File: config.mk
export PLATFORM = sky130hd
export DESIGN_NAME = video_mask_gen
export DESIGN_NICKNAME = d
export VERILOG_FILES = /design/src/rtl/video_mask_gen.sv
export SDC_FILE = /design/constraint.sdc
export NUM_CORES = 1
export LEC_CHECK = 0
export ABC_AREA = 0
export BUFFER_PORTS_ARGS = -buffer_cell sky130_fd_sc_hd__buf_2
export CAP_MARGIN = 10
export CORE_MARGIN = 5
export CORE_UTILIZATION = 39
export CTS_CLUSTER_SIZE = 12
export DETAILED_ROUTE_END_ITERATION = 8
export SYNTH_ARGS = -nofsm -noshare
export SYNTH_HDL_FRONTEND = slang
export SYNTH_SLANG_ARGS = --single-unit
File: constraint.sdc
create_clock -name clk_i -period 5.7 [get_ports clk_i]
set_input_delay 0.855 -clock clk_i [delete_from_list [all_inputs] [get_ports clk_i]]
set_output_delay 0.855 -clock clk_i [all_outputs]
set_load 0.05 [all_outputs]
File: src/rtl/video_mask_gen.sv
// Synthetic video timing source with a programmable rectangular mask.
// Rectangle updates are double-buffered and only applied at the frame boundary.
module video_mask_gen #(
    parameter int unsigned H_ACTIVE = 1280,
    parameter int unsigned H_FP     = 110,
    parameter int unsigned H_SYNC   = 40,
    parameter int unsigned H_BP     = 220,
    parameter int unsigned V_ACTIVE = 720,
    parameter int unsigned V_FP     = 5,
    parameter int unsigned V_SYNC   = 5,
    parameter int unsigned V_BP     = 20
) (
    input  logic        clk_i,
    input  logic        rst_ni,
    input  logic        ce_i,
    input  logic [10:0] rect_x0_i,
    input  logic [10:0] rect_x1_i,
    input  logic [9:0]  rect_y0_i,
    input  logic [9:0]  rect_y1_i,
    input  logic        rect_valid_i,
    output logic        rect_ready_o,
    output logic        de_o,
    output logic        hsync_o,
    output logic        vsync_o,
    output logic        mask_o,
    output logic [10:0] x_cnt_o,
    output logic [9:0]  y_cnt_o,
    output logic        sof_o,
    output logic [15:0] frame_cnt_o
);

    localparam int unsigned H_TOTAL = H_ACTIVE + H_FP + H_SYNC + H_BP;
    localparam int unsigned V_TOTAL = V_ACTIVE + V_FP + V_SYNC + V_BP;

    localparam logic [10:0] HLast     = 11'(H_TOTAL - 1);
    localparam logic [10:0] HActEnd   = 11'(H_ACTIVE);
    localparam logic [10:0] HSyncBeg  = 11'(H_ACTIVE + H_FP);
    localparam logic [10:0] HSyncEnd  = 11'(H_ACTIVE + H_FP + H_SYNC);
    localparam logic [9:0]  VLast     = 10'(V_TOTAL - 1);
    localparam logic [9:0]  VActEnd   = 10'(V_ACTIVE);
    localparam logic [9:0]  VSyncBeg  = 10'(V_ACTIVE + V_FP);
    localparam logic [9:0]  VSyncEnd  = 10'(V_ACTIVE + V_FP + V_SYNC);

    // Raster counters
    logic [10:0] h_q, h_d;
    logic [9:0]  v_q, v_d;
    logic        h_last, v_last, frame_end;

    assign h_last    = (h_q == HLast);
    assign v_last    = (v_q == VLast);
    assign frame_end = h_last && v_last;

    always_comb begin
        h_d = h_q;
        v_d = v_q;
        if (ce_i) begin
            if (h_last) begin
                h_d = '0;
                v_d = v_last ? '0 : v_q + 10'd1;
            end else begin
                h_d = h_q + 11'd1;
            end
        end
    end

    always_ff @(posedge clk_i or negedge rst_ni) begin
        if (!rst_ni) begin
            h_q <= '0;
            v_q <= '0;
        end else begin
            h_q <= h_d;
            v_q <= v_d;
        end
    end

    // Pending / active rectangle
    logic [10:0] pend_x0_q, pend_x1_q, act_x0_q, act_x1_q;
    logic [9:0]  pend_y0_q, pend_y1_q, act_y0_q, act_y1_q;
    logic        pend_vld_q, pend_vld_d;
    logic        act_en_q;
    logic        accept, apply;

    // accept and apply are exclusive: a rectangle taken in the boundary cycle waits a frame
    assign accept       = rect_valid_i && !pend_vld_q;
    assign apply        = ce_i && frame_end && pend_vld_q;
    assign rect_ready_o = !pend_vld_q;

    always_comb begin
        pend_vld_d = pend_vld_q;
        if (apply) begin
            pend_vld_d = 1'b0;
        end else if (accept) begin
            pend_vld_d = 1'b1;
        end
    end

    always_ff @(posedge clk_i or negedge rst_ni) begin
        if (!rst_ni) begin
            pend_vld_q <= 1'b0;
            pend_x0_q  <= '0;
            pend_x1_q  <= '0;
            pend_y0_q  <= '0;
            pend_y1_q  <= '0;
        end else begin
            pend_vld_q <= pend_vld_d;
            if (accept) begin
                pend_x0_q <= rect_x0_i;
                pend_x1_q <= rect_x1_i;
                pend_y0_q <= rect_y0_i;
                pend_y1_q <= rect_y1_i;
            end
        end
    end

    always_ff @(posedge clk_i or negedge rst_ni) begin
        if (!rst_ni) begin
            act_en_q <= 1'b0;
            act_x0_q <= '0;
            act_x1_q <= '0;
            act_y0_q <= '0;
            act_y1_q <= '0;
        end else if (apply) begin
            act_en_q <= 1'b1;
            act_x0_q <= pend_x0_q;
            act_x1_q <= pend_x1_q;
            act_y0_q <= pend_y0_q;
            act_y1_q <= pend_y1_q;
        end
    end

    // Decode of the current counter position
    logic de_d, hsync_d, vsync_d, mask_d, sof_d;
    logic in_x, in_y;

    always_comb begin
        de_d    = (h_q < HActEnd) && (v_q < VActEnd);
        hsync_d = (h_q >= HSyncBeg) && (h_q < HSyncEnd);
        vsync_d = (v_q >= VSyncBeg) && (v_q < VSyncEnd);
        sof_d   = (h_q == '0) && (v_q == '0);
        in_x    = (h_q >= act_x0_q) && (h_q <= act_x1_q);
        in_y    = (v_q >= act_y0_q) && (v_q <= act_y1_q);
        mask_d  = de_d && act_en_q && in_x && in_y;
    end

    logic        de_q, hsync_q, vsync_q, mask_q, sof_q;
    logic [10:0] x_cnt_q;
    logic [9:0]  y_cnt_q;
    logic [15:0] frame_cnt_q;

    always_ff @(posedge clk_i or negedge rst_ni) begin
        if (!rst_ni) begin
            de_q        <= 1'b0;
            hsync_q     <= 1'b0;
            vsync_q     <= 1'b0;
            mask_q      <= 1'b0;
            sof_q       <= 1'b0;
            x_cnt_q     <= '0;
            y_cnt_q     <= '0;
            frame_cnt_q <= '0;
        end else if (ce_i) begin
            de_q    <= de_d;
            hsync_q <= hsync_d;
            vsync_q <= vsync_d;
            mask_q  <= mask_d;
            sof_q   <= sof_d;
            x_cnt_q <= h_q;
            y_cnt_q <= v_q;
            if (frame_end) begin
                frame_cnt_q <= frame_cnt_q + 16'd1;
            end
        end
    end

    assign de_o        = de_q;
    assign hsync_o     = hsync_q;
    assign vsync_o     = vsync_q;
    assign mask_o      = mask_q;
    assign sof_o       = sof_q;
    assign x_cnt_o     = x_cnt_q;
    assign y_cnt_o     = y_cnt_q;
    assign frame_cnt_o = frame_cnt_q;

endmodule

==> flow_summary.yaml <==
place:
  port_buffers: 88
  hpwl_um: 11120
  gp_congestion: 0.8175
sta:
  drv_slew: 0
  post-route-min-period_ns: 3.158
  finalSetupViolations: 0
  slew_headroom_pct: 24.87
  fin_crit_sh_pct: 55.41
  hold_viol: 0
  tightest_slew_ns: 1.125
  rsz0062_at_grt: "false"
  skew_ns: 0.01538
  tns_ns: 0
  fmax_mhz: 316.6
clock_tree:
  clockRootBuffer: "clkbuf_16"
  cts_buffer_depth: 2
  clock_latency_ns: 0.43
  path_clk_slew_ns: 0.06
  cts_setup_buffers: 0
  cts_made_buffers: 17
  htreeDepth: 4
  clkSinkCount: 149
  cts_tree: "yes"
  post_cts_resized: 0
  hold_buffers: 0
layout:
  area.growth.synth_to_final_pct: 17.20
  fin_util_pct: 46.14
  layout.nets: 774
  antenna_cells: 0
  drive_gt1_share_pct: 33.33
yosys:
  syn-cell-area_um2: 7340
  synth_top_area_share_pct: 50.80
  synth_area_leaders: "dfrtp_1 51%, mux2_2 11%, ha_1 8.5%"
  synthFlopType: "dfrtp_1"
  ys_types: 51
  avgSynthCellArea_um2: 12.40
  syn_inst: 592
  yosys_register_bits: 149
  synthArstFlopShare_pct: 100.0
  syn_nets: 688
  yosys.area.top_type: "dfrtp_1"
  ys_top_cells_by_count: "149 x dfrtp_1, 69 x mux2_2, 52 x inv_1, 50 x ha_1, 38 x mux2_4"
  ys_warn_count: 0
  yosysSeqAreaShare_pct: 50.80
  synth.most_common_cell: "dfrtp_1"
  synth_edf_count: 0
worst_hold_path:
  hold_class: "flip-flop to flip-flop"
  min-delay-start: "frame_cnt_o[15]"
setup_path:
  crit-reg2reg-launch: "v_q[1]"
  crit_path_start_kind: "input pin"
  startpoint: "ce_i"
  arrival_ns: 3.46
  cp.required_ns: 6.00
  end_kind: "flip-flop"
  path_max_fanout: 44
  crit_type: "input pin to flip-flop"
pwr:
  ir_drop_mv: 0.1726
  p_total_mw: 2.703
  powerDensity_nw_per_um2: 314.2
  p_leak_nw: 4.248
global_route:
  grtUsageMet3_pct: 4.534
  grt_pass1_vias: 5248
  grt_pass1_wl_um: 26700
  grt_max_degree: 92
  antenna_found_initial: 0
  grt_overflow_total: 0
  track_usage_pct: 15.17
  top_usage_layer: "met2"
  met2_usage_pct: 23.69
  use_met1_pct: 20.20
die:
  die_h_um: 147.2
  dieArea_um2: 21660
  row_count: 50
  core_area_um2: 18640
  dieWidth_um: 147.2
  initial_utilization_pct: 39.37
  ios: 89
route:
  wire_per_inst_um: 16.94
  drt-vias-per-instance: 5.306
  remaining_drc_errors: 0
  vias: 4903
  drtAntennaViolNets: 0
  drt_first_pass_iters: 4
  drtIter0Drc: 292
  drt-total-wl_um: 15650
run_status:
  outcome: "completed"
flow_run:
  drv_cap: 0
==> per-layer routing <==
metal	wire, um	share of wire [%]
met4	286	1.8
met3	865	5.5
met1	7186	46
met2	7309	47
met5	0	0
==> report_power, final <==
| group | leakage [nW] | switching [mW] | total, mW | internal [mW] |
|---|---|---|---|---|
| combinational | 1.99 | 0.182 | 0.313 | 0.131 |
| clock | 0.293 | 0.439 | 1.18 | 0.744 |
| sequential | 1.97 | 0.0786 | 1.21 | 1.13 |
==> sequential cells by signal, indices dropped and copies added, names as in the netlist, 11 cells and up <==
| register | cells |
|---|---|
| h_q | 11 |
| x_cnt_o | 11 |
| frame_cnt_o | 16 |
| act_x1_q | 11 |
| act_x0_q | 11 |
| pend_x1_q | 11 |
| pend_x0_q | 11 |
==> cells by family (layout without fill, tap and decap cells) <==
kind of cell,after synthesis,count (layout),share of synthesized area (%)
and+or+nand+nor,120,120,9.103
DFF,149,149,50.80
buffers and inverters,75,173,4.296
xor gates and xnor gates,22,22,2.625
adders and majority gates,50,50,8.524
AOI/OAI and AO/OA,69,69,6.291
muxes,107,107,18.36
==> layout by cell type, fill, tap and decap left out, types with 10 or more instances in the layout <==
cell type  netlist  final
xor2_1          16     16
mux2_2          69     69
nand2_1         22     22
o21ai_0         23     23
nor3_1          10     10
buf_2            0     87
mux2_4          38     38
nand3_1         16     16
clkbuf_16        0     17
nor2_1          19     19
dfrtp_1        149    149
nand4_1         16     16
ha_1            50     50
inv_1           52     52
==> worst max-delay path, cell delays in order <==
cell and delay (ns):
buf_2 0.59, inv_1 0.31, nor4_4 0.35, and2_1 0.34, nand2_4 0.46, mux2_4 0.48
==> final timing paths <==
| path | depth (start not counted) | end | slack [ns] |
|---|---|---|---|
| worst max-delay path | 6 | act_x1_q[8] | 2.54 |
| worst min-delay path | 1 | frame_cnt_o[15] | 0.47 |
| max in group asynchronous | 2 | pend_y1_q[7] | 3.93 |
| worst max register to register | 7 | act_x1_q[8] | 2.73 |
| min in group asynchronous | 1 | frame_cnt_o[8] | 0.48 |
| worst min register to register | 1 | frame_cnt_o[15] | 0.47 |
==> final cells by class <==
| cell class | count | area [um2] |
|---|---|---|
| sequential | 149 | 3729 |
| timing repair buffer | 90 | 461.7 |
| tap | 234 | 292.8 |
| fill | 1713 | 10040 |
| inverter | 52 | 195.2 |
| clock inverter | 11 | 173.9 |
| multi-input combinational | 368 | 3303 |
| clock buffer | 20 | 446.7 |
==> per-stage QoR <==
stage          instance area, um2  setup WS, ns  instances  hold slack, ns
6_report                     8602         2.542        924          0.4671
5_1_grt                      8602         2.380        924          0.4978
4_1_cts                      8602         2.549        924          0.4690
3_5_place_dp                 7981         2.107        893          0.4530
3_3_place_gp                 7981         2.244        893          0.4496
2_1_floorplan                7340         3.088        592          0.4355
Note: power is estimated with default switching activity, not from simulation.
